`src/rtl/ctrl_types_pkg.sv`:
```
// Shared controller types: operation codes, request front-end states and response status codes.
package ctrl_types_pkg;

   // Controller operation input encoding
   typedef enum logic [1:0] {
      NOOP   = 2'd0,
      READ   = 2'd1,
      UPSERT = 2'd2,
      DELETE = 2'd3
   } operation_e;

   // Request front-end states
   typedef enum logic [1:0] {
      IF_IDLE  = 2'd0,
      IF_ISSUE = 2'd1,
      IF_WAIT  = 2'd2,
      IF_RESP  = 2'd3
   } if_state_e;

   // Status returned to the host
   typedef enum logic [1:0] {
      RESP_OK      = 2'd0,
      RESP_ERR     = 2'd1,
      RESP_TIMEOUT = 2'd2,
      RESP_NOACK   = 2'd3
   } resp_status_e;

endpackage

```
`src/rtl/if_timeout_ctr.sv`:
```
// Saturating cycle counter that flags the cycle whose increment reaches TIMEOUT_CYCLES.
// Ports:
//   clk, rst      clock, asynchronous active-high reset
//   clear_i       zero the counter (wins over enable_i)
//   enable_i      count this cycle
//   expired_c_o   combinational: counting this cycle reaches TIMEOUT_CYCLES
module if_timeout_ctr #(
   parameter int unsigned TIMEOUT_CYCLES = 64
) (
   input  logic clk,
   input  logic rst,
   input  logic clear_i,
   input  logic enable_i,
   output logic expired_c_o
);

   localparam int unsigned     CNT_W = $clog2(TIMEOUT_CYCLES + 1);
   localparam logic [CNT_W-1:0] LIMIT = CNT_W'(TIMEOUT_CYCLES);
   localparam logic [CNT_W-1:0] LAST  = CNT_W'(TIMEOUT_CYCLES - 1);

   logic [CNT_W-1:0] count_q;
   logic [CNT_W-1:0] count_d;

   // Next count: clear has priority, saturate at the limit
   always_comb begin
      count_d = count_q;
      if (clear_i) begin
         count_d = '0;
      end else if (enable_i && (count_q != LIMIT)) begin
         count_d = count_q + CNT_W'(1);
      end
   end

   always_ff @(posedge clk or posedge rst) begin
      if (rst) begin
         count_q <= '0;
      end else begin
         count_q <= count_d;
      end
   end

   // This cycle's increment lands on TIMEOUT_CYCLES
   assign expired_c_o = enable_i && (count_q >= LAST);

endmodule

```
`src/rtl/cache_req_if.sv`:
```
// Host-facing request front end of the key/value cache controller.
// Accepts one op/key/value request, issues it to the controller, waits for
// completion (or times out) and returns a registered status/value to the host.
// Ports:
//   clk, rst                         clock, asynchronous active-high reset
//   req_valid_i/req_ready_o          host request handshake
//   req_op_i, req_key_i, req_value_i request payload
//   resp_valid_o/resp_ready_i        host response handshake
//   resp_status_o, resp_value_o      response payload (value only for READ+OK)
//   ctrl_operation_o, ctrl_key_o,
//   ctrl_value_o                     controller command outputs
//   ctrl_busy_i, ctrl_busy_valid_i,
//   ctrl_op_valid_i,
//   ctrl_data_valid_i, ctrl_rdata_i  controller status/data inputs
module cache_req_if
   import ctrl_types_pkg::*;
#(
   parameter int unsigned KEY_WIDTH      = 16,
   parameter int unsigned VAL_WIDTH      = 32,
   parameter int unsigned TIMEOUT_CYCLES = 64
) (
   input  logic                 clk,
   input  logic                 rst,
   input  logic                 req_valid_i,
   output logic                 req_ready_o,
   input  operation_e           req_op_i,
   input  logic [KEY_WIDTH-1:0] req_key_i,
   input  logic [VAL_WIDTH-1:0] req_value_i,
   output logic                 resp_valid_o,
   input  logic                 resp_ready_i,
   output logic [1:0]           resp_status_o,
   output logic [VAL_WIDTH-1:0] resp_value_o,
   output operation_e           ctrl_operation_o,
   output logic [KEY_WIDTH-1:0] ctrl_key_o,
   output logic [VAL_WIDTH-1:0] ctrl_value_o,
   input  logic                 ctrl_busy_i,
   input  logic                 ctrl_busy_valid_i,
   input  logic                 ctrl_op_valid_i,
   input  logic                 ctrl_data_valid_i,
   input  logic [VAL_WIDTH-1:0] ctrl_rdata_i
);

   if_state_e            state_q;
   operation_e           op_q;
   logic [KEY_WIDTH-1:0] key_q;
   logic [VAL_WIDTH-1:0] value_q;
   logic                 resp_valid_q;
   resp_status_e         resp_status_q;
   logic [VAL_WIDTH-1:0] resp_value_q;

   logic ack_c;
   logic done_c;
   logic ctr_clear_c;
   logic ctr_en_c;
   logic expired_c;

   // Controller has taken the op / has returned to idle with the op finished
   assign ack_c  = ctrl_busy_valid_i && ctrl_busy_i;
   assign done_c = ctrl_op_valid_i && ctrl_busy_valid_i && !ctrl_busy_i;

   // Counter restarts on entry to ISSUE and to WAIT; runs while waiting in either
   assign ctr_clear_c = (state_q == IF_IDLE) || ((state_q == IF_ISSUE) && ack_c);
   assign ctr_en_c    = ((state_q == IF_ISSUE) && !ack_c) ||
                        ((state_q == IF_WAIT) && !done_c);

   if_timeout_ctr #(
      .TIMEOUT_CYCLES(TIMEOUT_CYCLES)
   ) u_timeout (
      .clk        (clk),
      .rst        (rst),
      .clear_i    (ctr_clear_c),
      .enable_i   (ctr_en_c),
      .expired_c_o(expired_c)
   );

   // Request/response FSM with registered response payload
   always_ff @(posedge clk or posedge rst) begin
      if (rst) begin
         state_q       <= IF_IDLE;
         op_q          <= NOOP;
         key_q         <= '0;
         value_q       <= '0;
         resp_valid_q  <= 1'b0;
         resp_status_q <= RESP_OK;
         resp_value_q  <= '0;
      end else begin
         unique case (state_q)
            IF_IDLE: begin
               if (req_valid_i) begin
                  op_q    <= req_op_i;
                  key_q   <= req_key_i;
                  value_q <= req_value_i;
                  if (req_op_i == NOOP) begin
                     state_q       <= IF_RESP;
                     resp_valid_q  <= 1'b1;
                     resp_status_q <= RESP_OK;
                     resp_value_q  <= '0;
                  end else begin
                     state_q <= IF_ISSUE;
                  end
               end
            end
            IF_ISSUE: begin
               if (ack_c) begin
                  state_q <= IF_WAIT;
               end else if (expired_c) begin
                  state_q       <= IF_RESP;
                  resp_valid_q  <= 1'b1;
                  resp_status_q <= RESP_NOACK;
                  resp_value_q  <= '0;
               end
            end
            IF_WAIT: begin
               // Completion takes priority over a coincident timeout
               if (done_c) begin
                  state_q      <= IF_RESP;
                  resp_valid_q <= 1'b1;
                  if (op_q == READ) begin
                     resp_status_q <= ctrl_data_valid_i ? RESP_OK : RESP_ERR;
                     resp_value_q  <= ctrl_data_valid_i ? ctrl_rdata_i : '0;
                  end else begin
                     resp_status_q <= RESP_OK;
                     resp_value_q  <= '0;
                  end
               end else if (expired_c) begin
                  state_q       <= IF_RESP;
                  resp_valid_q  <= 1'b1;
                  resp_status_q <= RESP_TIMEOUT;
                  resp_value_q  <= '0;
               end
            end
            IF_RESP: begin
               if (resp_ready_i) begin
                  state_q       <= IF_IDLE;
                  resp_valid_q  <= 1'b0;
                  resp_status_q <= RESP_OK;
                  resp_value_q  <= '0;
               end
            end
            default: begin
               state_q <= IF_IDLE;
            end
         endcase
      end
   end

   // Op is presented only while issuing so the controller is not re-triggered
   assign ctrl_operation_o = (state_q == IF_ISSUE) ? op_q : NOOP;
   assign req_ready_o      = (state_q == IF_IDLE);
   assign resp_valid_o     = resp_valid_q;
   assign resp_status_o    = resp_status_q;
   assign resp_value_o     = resp_value_q;
   assign ctrl_key_o       = key_q;
   assign ctrl_value_o     = value_q;

endmodule

```
`config.mk`:
```
export PLATFORM = sky130hd
export DESIGN_NAME = cache_req_if
export DESIGN_NICKNAME = d
export VERILOG_FILES = /design/src/rtl/ctrl_types_pkg.sv /design/src/rtl/if_timeout_ctr.sv /design/src/rtl/cache_req_if.sv
export SDC_FILE = /design/constraint.sdc
export NUM_CORES = 1
export LEC_CHECK = 0
export ABC_CLOCK_PERIOD_IN_PS = 3200
export CAP_MARGIN = 20
export CORE_ASPECT_RATIO = 1.4
export CORE_MARGIN = 4
export CORE_UTILIZATION = 39
export CTS_CLUSTER_DIAMETER = 80
export DETAILED_ROUTE_END_ITERATION = 8
export GPL_ROUTABILITY_DRIVEN = 0
export HOLD_SLACK_MARGIN = 0.06
export PLACE_DENSITY = 0.77
export SLEW_MARGIN = 20
export SYNTH_ARGS = -nofsm -noshare
export SYNTH_HDL_FRONTEND = slang
export SYNTH_SLANG_ARGS = --single-unit
export TNS_END_PERCENT = 10
```
`constraint.sdc`:
```
create_clock -name clk -period 3.2 [get_ports clk]
set_input_delay 0.64 -clock clk [delete_from_list [all_inputs] [get_ports clk]]
set_output_delay 0.64 -clock clk [all_outputs]
set_load 0.05 [all_outputs]
```
# Word-level counts from Yosys, hierarchy flattened
# Index checks and enable logic that the tools add are counted.
dict set report word_totals {
  reg_bits 94
  in_bits 90
  output_inout_bits 86
  elab_cells 76
}
dict set report op_classes {
  addsub 1
  n_lt_le_gt_ge 1
  eq_ne 11
  mux 35
  n_reduce_logical 20
}
# op count
set ops {}
lappend ops {{2-to-1 mux 32 bit} 8}
lappend ops {{case mux 32 bit (4 select lines)} 1}
lappend ops {{2-to-1 mux 2 bit} 13}
lappend ops {{case mux 2 bit (4 select lines)} 2}
lappend ops {{2-to-1 mux 7 bit} 2}
lappend ops {{logical AND 1 bit} 8}
lappend ops {{2-to-1 mux 1 bit} 8}
lappend ops {{!= test 2 bit, second input constant} 4}
lappend ops {{adder 7 x 1 -> 7 bit, second input constant} 1}
lappend ops {{>= comparator 7 x 6 -> 1 bit, second input constant} 1}
lappend ops {{!= test 7 bit, second input constant} 1}
lappend ops {{AND reduction 6 bit} 1}
lappend ops {{equality test 2 x 1 -> 1 bit, second input constant} 2}
lappend ops {{equality test 2 bit, second input constant} 2}
lappend ops {{zero test 2 bit} 2}
lappend ops {{case mux 1 bit (4 select lines)} 1}
lappend ops {{AND reduction 2 bit} 2}
lappend ops {{AND reduction 4 bit} 1}
lappend ops {{zero test 1 bit} 3}
lappend ops {{!= test 3 bit, second input constant} 1}
lappend ops {{logical OR 1 bit} 2}
lappend ops {{!= test 2 x 1 -> 1 bit, second input constant} 1}
lappend ops {{nonzero test 2 bit} 1}

# Longest topological paths before layout
dict set report logic_depth {
  depth_word 9
  depth_mapped 8
  ltp_nobuf 7
}

# Hierarchy
# Synthesis repeated with hierarchy kept, for this count alone.
dict set report hier_totals {
  cells_unflattened 277
  hier_area_um2 3905.0
}
# module instances cells_per_inst area_each_um2
set by_module_without_submodules {}
lappend by_module_without_submodules {cache_req_if 1 232 3494.6}
lappend by_module_without_submodules {if_timeout_ctr 1 45 410.4}

# Least setup slack after synthesis
# No wires, ideal clock.
dict set report synth_timing {
  kind {flip-flop to flip-flop}
  from {reg state_q[0]}
  to {reg resp_value_q[19], in the netlist resp_value_o[19]}
  setup_ps 126
  arrival_time_ps 2054
  setup_slack_ps 1020
  stages_incl_launch_ff 9
  period_less_slack_ps 2180
  cell_sequence {dfrtp_1 > inv_1 > ha_1 > clkbuf_1 > a21oi_4 > nand4_1 > buf_2 > nor2_1 > a221o_1}
}
dict set report synth_via {
  elab_cells_between_ends 17
  cone_classes {eq/ne: 7; mux: 4; reduce/logical: 6}
}
# element line_no
set synth_lines {}
lappend synth_lines {{start, declared} cache_req_if.sv:43} ;# if_state_e state_q;
lappend synth_lines {{start signal, assigned} cache_req_if.sv:79} ;# state_q <= IF_IDLE;
lappend synth_lines {{start signal, assigned} cache_req_if.sv:94} ;# state_q <= IF_RESP;
lappend synth_lines {{start signal, assigned} cache_req_if.sv:99} ;# state_q <= IF_ISSUE;
lappend synth_lines {{zero test 2 bit *} -}
lappend synth_lines {{named net req_ready_o} cache_req_if.sv:25} ;# output logic req_ready_o,
lappend synth_lines {{!= test 2 x 1 -> 1 bit (no source line) / != test 2 bit (equally long branches)} -}
lappend synth_lines {{AND reduction 4 bit (no source line)} -}
lappend synth_lines {{end signal, assigned} cache_req_if.sv:120} ;# resp_value_q <= ctrl_data_valid_i ? ctrl_rdata_i : '0;
lappend synth_lines {{end, declared} cache_req_if.sv:49} ;# logic [VAL_WIDTH-1:0] resp_value_q;
# Mark *: on every way through the listed nets, which the timed path passes. The rest lies on a longest branch. The select of a mux whose other input is x is not followed.
# A chain may end at the register's enable or synchronous reset.

# Worst setup path in the final report
dict set report layout_timing {
  from {reg state_q[0]}
  to {out req_ready_o}
}
dict set report layout_via {
  elab_chain_len 1
}
# element line_no
set layout_rtl {}
lappend layout_rtl {{zero test 2 bit} cache_req_if.sv:149} ;# assign req_ready_o = (state_q == IF_IDLE);
lappend layout_rtl {{end, declared} cache_req_if.sv:25}
# No other way between the ends.

==> key figures <==
Status
  – Status: finished clean

Worst setup path
  – Top delay family on crit path: buffers and inverters
  – Crit-path max cell delay: 880 ps
  – CP cell instances: inv_1 > ha_1 > clkdlybuf4s50_1
  – Critical path type: reg -> out
  – Setup crit start kind: register
  – Arrival @ worst endpoint: 2160 ps
  – Bufs and invs on worst path: 2
  – CP Capture Type: output port
  – WP data required: 2560 ps
  – Slowest CP cell: clkdlybuf4s50_1
  – Crit path max fanout: 9

Route
  – Drt first pass iters: 4
  – DR vias/cell: 5.31
  – Total number of vias: 3,680
  – Number of DRC markers in iteration 0: 134
  – Aggregate routed wire length: 11,900 um
  – WL/cell: 17.2 um
  – Antenna Nets Post-Route: 0
  – DR DRC count: 0

GRT
  – Busiest grt layer: met2
  – Met2 Resource Use GR: 30.8%
  – Largest net degree at the start of global routing: 37
  – Vias in the first global route: 3,986
  – Routing usage on met3: 7.13%
  – First-pass GRT wire length: 19,300 um
  – Tot GR Track Use: 18.1%
  – Overflow after GRT: 0
  – Initial antenna violation count: 0
  – Met1 GRT Util: 19.9%

Finish
  – Core Util, Final: 60.1%
  – Ant diodes: 0
  – Storage cell area: 2350 um2
  – P&R area growth vs syn: 49.5%
  – Fillcell total: 898
  – Layout Cells excl Fill: 693
  – Fin nets: 643
  – Layout cells sized above 1: 15.2%
  – Fin area: 6600 um2
  – Area of the multi-input gates: 1930 um2

Timing
  – Final Hold Viols: 0
  – Final min period: 2800 ps
  – Clock Skew: 7.56 ps
  – # setup viols final: 0
  – Rel. slew slack: 53.5%
  – Final worst-path cycle share: 87.5%
  – Worst Tran Pin Value: 696 ps
  – Fin Hold WS: 504 ps
  – Count of pins over their slew limit: 0
  – Setup TNS: 0 ps
  – RSZ-0062 raised after global routing: false
  – FMAX: 357 MHz
  – Worst setup margin: 402 ps

Min path
  – Worst Hold Class: reg -> reg

Clock tree
  – Hold_buf cts: 0
  – Clock buffer depth: 2
  – Root Buffer: clkbuf_16
  – CTS tree: done
  – Post-CTS setup buffers: 0
  – CTS clock-pin slew for the worst setup and hold paths: 70 ps
  – Clk Latency, worst-skew pair: 340 ps
  – H-tree level count: 3
  – Total CTS buffers: 9
  – TritonCTS Sinks: 94
  – Post-cts sizing count: 0

Yosys
  – Distinct cell type count after synthesis: 47
  – Synth Net Count: 473
  – Area leader, netlist: dfrtp_1
  – Synth Register Bits: 94
  – Ys flop type: dfrtp_1
  – Syn Inst Count: 377
  – Share of the synthesized area in the top cell type: 53.3%
  – Syn Area/Cell: 11.7 um2
  – Mapped cell area: 4420 um2
  – Yosys warning count: 0
  – Largest cells by area after synthesis: dfrtp_1 53%, mux2_2 13%, a221o_1 6.8%
  – Ys async rst share: 100%
  – Sequential area share after synthesis: 53.3%
  – Number of synthesized flops with an enable pin: 0

Floorplanning
  – Die footprint: 13,100 um2
  – FP Rows: 45
  – Die extent in y: 134 um
  – Initial core utilization: 40.2%
  – Boundary pin count: 176
  – Die X-Extent: 97.9 um
  – Core area: 11,000 um2

Placed design
  – Dpl cells: 677
  – Port Buffer Count: 175
  – DP HPWL: 8750 um
  – Placed Area: 6310 um2
  – Pre-CTS setup slack: 386 ps

Job
  – Max-cap viol count: 0

Pwr
  – Tot Pwr: 7.03 mW
  – Power per standard cell area: 1060 nW/um2
  – Peak supply drop: 0.664 mV
  – Leak Pwr: 2.73 nW
## cell families (layout without fill, tap and decap cells)
logic type	after synthesis	after routing	share of synthesized area, %
muxes	51	51	13.0
xor gates and xnor gates	6	6	1.19
and+or+nand+nor	102	102	12.2
buffers and inverters	30	205	3.49
adders and majority gates	6	6	1.70
AOI/OAI and AO/OA	88	88	15.1
DFF	94	94	53.3
## synthesized netlist by cell type (2+ instances only)
library cell / instances
dfrtp_1: 94
mux2_2: 50
nor2_1: 38
a21oi_1: 36
nor2b_1: 32
a221o_1: 30
clkbuf_1: 7
inv_1: 7
nand2_1: 7
buf_2: 6
ha_1: 6
nand3_1: 6
o21ai_0: 6
xor2_1: 5
buf_1: 4
buf_4: 3
buf_6: 3
nand4_1: 3
and2_1: 2
nand2b_1: 2
nor3_1: 2
o2bb2ai_1: 2
o41ai_1: 2
## worst register-to-register path: cells and delay by family, from the launching register on
family / cells / cell delay [ps]
DFF: 1 / 400
adders and majority gates: 1 / 300
and+or+nand+nor: 1 / 220
buffers and inverters: 2 / 290
AOI/OAI and AO/OA: 3 / 980
## cell type report
cell class	instances	share of cell area, %
Clock inverter	5	0.587
Multi-Input combinational cell	253	29.2
Timing Repair Buffer	182	27.7
Tap cell	141	2.67
Clock buffer	11	3.83
Inverter	7	0.417
Sequential cell	94	35.6
## report_power, final
group	switching, mW	internal (mW)
combinational	2.64	1.47
sequential	0.253	1.63
clock	0.467	0.577
## layout by cell type, fill, tap and decap left out, drive strengths merged, types with 2 or more instances in the layout
cell           count
inv                9
o41ai              2
buf                7
nand4              3
nor3               2
ha                 6
nand2              8
nand2b             2
o2bb2ai            2
nor2b             32
clkdlybuf4s50    175
clkinv             2
mux2              50
nor2              38
xor2               5
clkbuf            11
and2               2
nand3              6
dfrtp             94
a21o               2
a21oi             37
o21ai              6
a221o             30
## per-layer routing
layer	share of wire, %	vias up	wire length, um
met5	0	-	0
met4	2.0	0	241
met3	9.9	19	1180
met2	51	161	6020
met1	37	1798	4450
li1	-	1702	-
## registers in the layout, indices dropped and copies added, names as in the netlist
name / flops
u_timeout.count_q: 7
ctrl_value_o: 32
op_q: 2
resp_value_o: 32
resp_valid_o: 1
ctrl_key_o: 16
state_q: 2
resp_status_o: 2
## worst paths after layout
path                            slack [ps]                to  cells after the start             from
worst min-delay path                   500   ctrl_value_o[0]                      1  ctrl_value_o[0]
max in group asynchronous             1790  ctrl_value_o[11]                      3              rst
worst min register to register         500   ctrl_value_o[0]                      1  ctrl_value_o[0]
worst max register to register         920      resp_valid_o                      7       state_q[0]
worst max-delay path                   400       req_ready_o                      3       state_q[0]
min in group asynchronous              650  ctrl_value_o[10]                      2              rst
No activity file was read; power rests on OpenSTA's default activity.
